## src/rtl/comp_mul_pkg.sv

```systemverilog
// Shared definitions for the sequential shift-add multiplier.
package comp_mul_pkg;

  // Default operand width; the product is twice this wide.
  localparam int WIDTH_DEF = 32;

  // Iteration counter width for the default operand width.
  localparam int CNT_W_DEF = $clog2(WIDTH_DEF) + 1;

  // Control states of the multiplier.
  typedef enum logic [1:0] {
    IDLE = 2'd0,
    CALC = 2'd1,
    DONE = 2'd2
  } state_t;

  // Counter width for an arbitrary operand width.
  function automatic int cnt_width(input int w);
    return $clog2(w) + 1;
  endfunction

endpackage

```

## src/rtl/comp_mul_datapath.sv

```systemverilog
// Operand latch, WIDTH+1-bit conditional adder and 2*WIDTH working shift
// register. The next value of the working register is exported so the
// controller can capture the final product on the same edge as the last step.
module comp_mul_datapath
  import comp_mul_pkg::*;
#(
  parameter int WIDTH = WIDTH_DEF
) (
  input  logic               clk,
  input  logic               rst,
  input  logic               load,
  input  logic               step,
  input  logic [WIDTH-1:0]   multiplicand,
  input  logic [WIDTH-1:0]   multiplier,
  output logic [2*WIDTH-1:0] work_nxt
);

  logic [WIDTH-1:0]   mcand_q;
  logic [2*WIDTH-1:0] work_q;
  logic [WIDTH:0]     addend;
  logic [WIDTH:0]     sum;

  // One shift-add step: add the multiplicand into the upper half when the
  // low bit is set, then shift right with the carry entering the MSB.
  always_comb begin
    addend   = work_q[0] ? {1'b0, mcand_q} : '0;
    sum      = {1'b0, work_q[2*WIDTH-1:WIDTH]} + addend;
    work_nxt = work_q;
    if (load) begin
      work_nxt = {{WIDTH{1'b0}}, multiplier};
    end else if (step) begin
      work_nxt = {sum, work_q[WIDTH-1:1]};
    end
  end

  // Working register and multiplicand latch; the multiplicand is only
  // captured when a run is accepted.
  always_ff @(posedge clk or negedge rst) begin
    if (!rst) begin
      work_q  <= '0;
      mcand_q <= '0;
    end else begin
      work_q <= work_nxt;
      if (load) begin
        mcand_q <= multiplicand;
      end
    end
  end

endmodule

```

## src/rtl/comp_mul.sv

```systemverilog
// Sequential unsigned multiplier: accepts a run in IDLE or DONE, performs
// WIDTH shift-add steps in CALC, then publishes the product and holds ready
// in DONE. Product_output only changes when an operation completes.
//
// Handshake: run is sampled on every rising edge; it is honoured only in
// IDLE or DONE (operands are latched at that edge and ready drops on it).
// ready rises on the edge that writes the new product and stays high until
// the next accepted run or reset.
module comp_mul
  import comp_mul_pkg::*;
#(
  parameter int WIDTH = WIDTH_DEF
) (
  input  logic               clk,
  input  logic               rst,
  input  logic [WIDTH-1:0]   Multiplicand_input,
  input  logic [WIDTH-1:0]   Multiplier_input,
  input  logic               run,
  output logic               ready,
  output logic [2*WIDTH-1:0] Product_output,
  output state_t             state_dbg
);

  localparam int               CNT_W = cnt_width(WIDTH);
  localparam logic [CNT_W-1:0] LAST  = CNT_W'(WIDTH - 1);

  state_t             state_q;
  state_t             state_nxt;
  logic [CNT_W-1:0]   cnt_q;
  logic               load;
  logic               step;
  logic               finish;
  logic [2*WIDTH-1:0] work_nxt;

  assign state_dbg = state_q;

  comp_mul_datapath #(
    .WIDTH (WIDTH)
  ) u_datapath (
    .clk          (clk),
    .rst          (rst),
    .load         (load),
    .step         (step),
    .multiplicand (Multiplicand_input),
    .multiplier   (Multiplier_input),
    .work_nxt     (work_nxt)
  );

  // Next-state and control decode.
  always_comb begin
    state_nxt = state_q;
    load      = 1'b0;
    step      = 1'b0;
    finish    = 1'b0;
    case (state_q)
      IDLE, DONE: begin
        if (run) begin
          load      = 1'b1;
          state_nxt = CALC;
        end
      end
      CALC: begin
        step = 1'b1;
        if (cnt_q == LAST) begin
          finish    = 1'b1;
          state_nxt = DONE;
        end
      end
      default: state_nxt = IDLE;
    endcase
  end

  // State register.
  always_ff @(posedge clk or negedge rst) begin
    if (!rst) begin
      state_q <= IDLE;
    end else begin
      state_q <= state_nxt;
    end
  end

  // Iteration counter: cleared on accept, advanced once per CALC step.
  always_ff @(posedge clk or negedge rst) begin
    if (!rst) begin
      cnt_q <= '0;
    end else if (load) begin
      cnt_q <= '0;
    end else if (step) begin
      cnt_q <= cnt_q + CNT_W'(1);
    end
  end

  // Result register and ready flag; the product is captured from the value
  // the working register takes on the final step.
  always_ff @(posedge clk or negedge rst) begin
    if (!rst) begin
      ready          <= 1'b0;
      Product_output <= '0;
    end else if (load) begin
      ready <= 1'b0;
    end else if (finish) begin
      ready          <= 1'b1;
      Product_output <= work_nxt;
    end
  end

endmodule

```

## config.mk

```make
export PLATFORM = sky130hd
export DESIGN_NAME = comp_mul
export DESIGN_NICKNAME = d
export VERILOG_FILES = /design/src/rtl/comp_mul_pkg.sv /design/src/rtl/comp_mul_datapath.sv /design/src/rtl/comp_mul.sv
export SDC_FILE = /design/constraint.sdc
export NUM_CORES = 1
export LEC_CHECK = 0
export CORE_MARGIN = 2
export CORE_UTILIZATION = 39
export CTS_BUF_LIST = sky130_fd_sc_hd__clkbuf_8
export DETAILED_ROUTE_END_ITERATION = 16
export HOLD_SLACK_MARGIN = 0.05
export PLACE_DENSITY = 0.64
export SYNTH_ARGS = -nofsm -noshare
export SYNTH_HDL_FRONTEND = slang
export SYNTH_HIERARCHICAL = 1
export SYNTH_SLANG_ARGS = --single-unit
```

## constraint.sdc

```tcl
create_clock -name clk -period 4.5 [get_ports clk]
set_input_delay 0.45 -clock clk [delete_from_list [all_inputs] [get_ports clk]]
set_output_delay 0.45 -clock clk [all_outputs]
set_load 0.005 [all_outputs]
```

==> impl_summary.md <==
Run status
The flow ran to the end, and the final reports show no timing, DRC or antenna violations.

Clock network
After clock tree synthesis, the repair step resized 0 gates. The H-tree generated during clock tree synthesis spans 4 levels. After clock tree synthesis, the clock-pin slew on the worst setup and hold paths is 110 ps. TritonCTS built the clock tree. The number of hold buffers added after CTS was 0. The number of clock buffers inserted by TritonCTS is 17. Clock tree synthesis selected as its root buffer the cell clkbuf_8. The tree built by TritonCTS fans out to 169 sinks. Clock latency on the worst-skew pair, taken at its later pin, is about 470 ps. The post-CTS setup buffer count is 0.

The clock passes through at most 2 buffers.

Critical path
The maximum fanout encountered on the critical timing path is 17. The critical path's slowest cell is dfrtp_1. The data required time of the critical path is just under 5000 ps. The critical path goes through and2_1, ha_1, fa_1, a211oi_2, o21ai_1, a21oi_1, o21bai_1, a21oi_1, o21a_1, o221ai_1, mux2_2. The worst setup path is launched from a flip-flop.

The cell occurring most often along the worst timing path is a21oi_1. The peak per-stage delay on the critical path is 570 ps. Data on the critical path arrives at its endpoint at 3840 ps. The critical path in this run is classified as reg -> reg.

The type of element capturing the critical path is a flip-flop.

Global routing
The first-pass GRT wire length is between 30000 and 40000 um. The overall routing resource usage is 17.90%. The global-route congestion overflow total is 0. The largest net degree at the start of global routing is 94. The number of global-route vias before repair is a little under 7000. The number of antenna violations at the first check in global routing is 2.

Detailed routing
After detailed routing, the number of remaining DRC violations is 0. The detailed-routing iteration count for the pre-antenna-repair pass is 6. The routed wire length is 20550 um. The routed length per instance is 16.72 um. In this run the remaining antenna-violating nets after routing total 0. The post-detailed-route via-to-cell ratio is ~5.3. The violation count after the first detailed-route iteration is ~440. Detailed routing inserted a total of 6491 vias.

Floorplan
The floorplan has 55 rows. The y dimension of the die is 155.0 um. The count of pins on the block boundary is 134. The core area is ~23000 sq um. The area enclosed by the die boundary is 24020 sq um.

For this configuration, the core starts out at a cell density of between 30% and 40%. The horizontal die dimension is 155.0 um.

Timing
The minimum period implied by the final worst setup slack is 3476 ps. The max-slew violation total from the final report came to 0. The setup TNS is 0 ps. On the final layout, the worst clock skew is 19.01 ps. In this run the tightest slew margin relative to its limit is approximately two fifths. For the pin with the worst max-slew slack, the measured transition is 894.1 ps.

Setup violations remaining at the end of the flow were counted as 0. The post-route fraction of the period consumed by the critical path is 77.24%. The count of final hold-check violations was 0.

Setup repair after global routing left no endpoint under its margin. For this run, the top clock speed supported by timing is 0.2877 GHz.

Yosys
The register area share after synthesis is 47.57%. The number of enable flip-flop cells after synthesis is 0. The number of nets in the synthesized netlist is approximately 900. Synthesis instantiated 67 different standard cells from the library. The share of async-settable or async-resettable flops after synthesis is 100.0%. The most instantiated flip-flop cell in the synthesis netlist is dfrtp_1. The netlist area before placement is 8891 sq um.

The mean instance size in the synthesized netlist is 10.87 sq um. The total number of yosys warnings is 6. The largest area contributor in the synthesized netlist is dfrtp_1.

The register bit total from synthesis is 169. The area share of the largest cell type after synthesis is 47.57%. The synthesized instance count is 818. Sorting the synthesized cells by area gives the leading types as dfrtp_1 (48%), mux2_2 (7.3%), mux2i_1 (5.0%).

Place
During placement, the flow inserted port buffers numbering 133. The sum of net half-perimeters after detailed placement is 14370 um. The congestion estimate from routability-driven global placement came to 0.9197. The placed instances occupy a cell area of 10360 sq um.

Pwr
In this run the static leakage power is 4.961 nW. Net switching is 40.90% of the power. The power density over cell area is 722.3 nW/um^2. The proportion of power drawn by combinational gates is 51.8%.

The share of total power in sequential cells is roughly a third. The reported net switching power is around 3.2 mW. IR analysis of the VDD net gives a maximum drop of 272.9 uV.

Of the total power, the clock network draws 14.4%. The cell internal power dissipation is 4.597 mW.

Final layout
The post-layout instance area is around 11000 sq um. Counting the fill cells in the layout gives about 2100. The final net count is 1032. The area occupied by multi-input gates is 4325 sq um. From synthesis to final layout, the design area changed by 21.14%. The share of final-layout standard cells stronger than drive strength 1 is 12.18%. The register cell area after layout is 4229 sq um. The diode insertion count for antenna repair is 0.

Flow run
The tool flagged a number of max-cap violations equal to 0.

Hold path
The worst min-delay path class is in -> async.
synth_stat cells (4+ instances only):
| library cell | number |
|---|---|
| clkbuf_1 | 22 |
| mux2_2 | 58 |
| a211oi_1 | 5 |
| nor3b_1 | 6 |
| nand3_1 | 26 |
| buf_2 | 7 |
| mux2_1 | 38 |
| dfrtp_1 | 169 |
| buf_1 | 4 |
| nor2_1 | 42 |
| nand2_1 | 75 |
| buf_6 | 9 |
| xor2_1 | 6 |
| o21a_1 | 6 |
| o21bai_1 | 4 |
| and2_1 | 34 |
| inv_1 | 11 |
| a211o_1 | 6 |
| o21ai_0 | 57 |
| a21oi_1 | 42 |
| xnor2_1 | 12 |
| nand4_1 | 12 |
| ha_1 | 33 |
| nor3_1 | 8 |
| nand2b_1 | 6 |
| a21o_1 | 10 |
| o211ai_1 | 7 |
| mux2i_1 | 44 |
logic make-up (layout without fill, tap and decap cells):
group | after synthesis | in the layout | share of synthesized area, %
buf+inv | 59 | 185 | 3.856
compound gates | 166 | 166 | 11.75
xor+xnor | 18 | 18 | 1.773
flops | 169 | 169 | 47.57
simple gates | 232 | 232 | 13.07
fa+ha+maj | 34 | 34 | 4.869
mux | 140 | 140 | 17.11
power by group through the flow:
stage | combinational, mW | clock, mW | sequential (mW)
2_1_floorplan | 2.91 | 0 | 2.55
3_3_place_gp | 3.98 | 0 | 2.66
3_5_place_dp | 4.02 | 0 | 2.67
4_1_cts | 4.05 | 1.17 | 2.64
5_1_grt | 4.52 | 1.23 | 2.73
6_report | 4.03 | 1.12 | 2.63
flip-flops by register name, indices dropped and copies added, names as in the netlist:
signal / count
Product_output: 64
u_datapath/work_q: 64
u_datapath/mcand_q: 32
ready: 1
cnt_q: 6
state_dbg: 2
placed cells by master, fill, tap and decap left out, types with 7 or more instances in the layout:
master and count:
a21oi_1 42, nand4_1 12, mux2i_1 44, o21ai_0 57
and2_1 34, inv_1 9, mux2_1 38, nor2_1 42
dfrtp_1 169, clkdlybuf4s50_1 132, o211ai_1 7, xnor2_1 12
ha_1 33, a21o_1 10, clkbuf_8 17, nor3_1 8
buf_4 9, nand3_1 26, nand2_1 75, mux2_2 58
routing by layer:
metal,global-route usage [%],share of wire (%),up-vias
met5,0,0.063,-
met2,28.15,45,191
li1,-,-,3162
met1,22.81,44,3105
met3,7.187,8.5,31
met4,5.247,1.6,2
worst paths after layout:
check	start	end	slack [ps]	cells past startpoint
max	u_datapath/work_q[0]	Product_output[59]	1020	11
min	rst	u_datapath/mcand_q[15]	60	1
max reg2reg	u_datapath/work_q[0]	Product_output[59]	1020	11
min reg2reg	Product_output[28]	Product_output[28]	490	1
max in group asynchronous	rst	u_datapath/mcand_q[1]	3380	2
min in group clk	Product_output[28]	Product_output[28]	490	1
cell type report:
cell class,count,area share (%)
Multi-Input combinational cell,590,40.16
Timing Repair Buffer,142,13.00
Clock buffer,17,2.172
Tap cell,285,3.311
Clock inverter,15,1.673
Inverter,11,0.4182
Sequential cell,169,39.27
critical path: cells and delay by family (launching register included):
family / cells / cell delay (ps)
muxes: 1 / 290
DFF: 1 / 570
adders and majority gates: 2 / 630
AOI/OAI and AO/OA: 7 / 1670
and+or+nand+nor: 1 / 230
metrics by stage:
stage / util [%] / setup WS, ps / hold WS, ps / total power, mW / instances
global placement: 46.02 / 1106 / 467.2 / 6.639 / 1197
CTS: 47.86 / 1044 / 82.22 / 7.862 / 1229
detailed placement: 46.02 / 1043 / 474.0 / 6.691 / 1197
floorplan: - / 1636 / 154.4 / 5.468 / 818
global route: 47.86 / 789.6 / 114.1 / 8.479 / 1229
finish: 47.86 / 1024 / 63.65 / 7.779 / 1229
(Power assumes the default switching activity.)
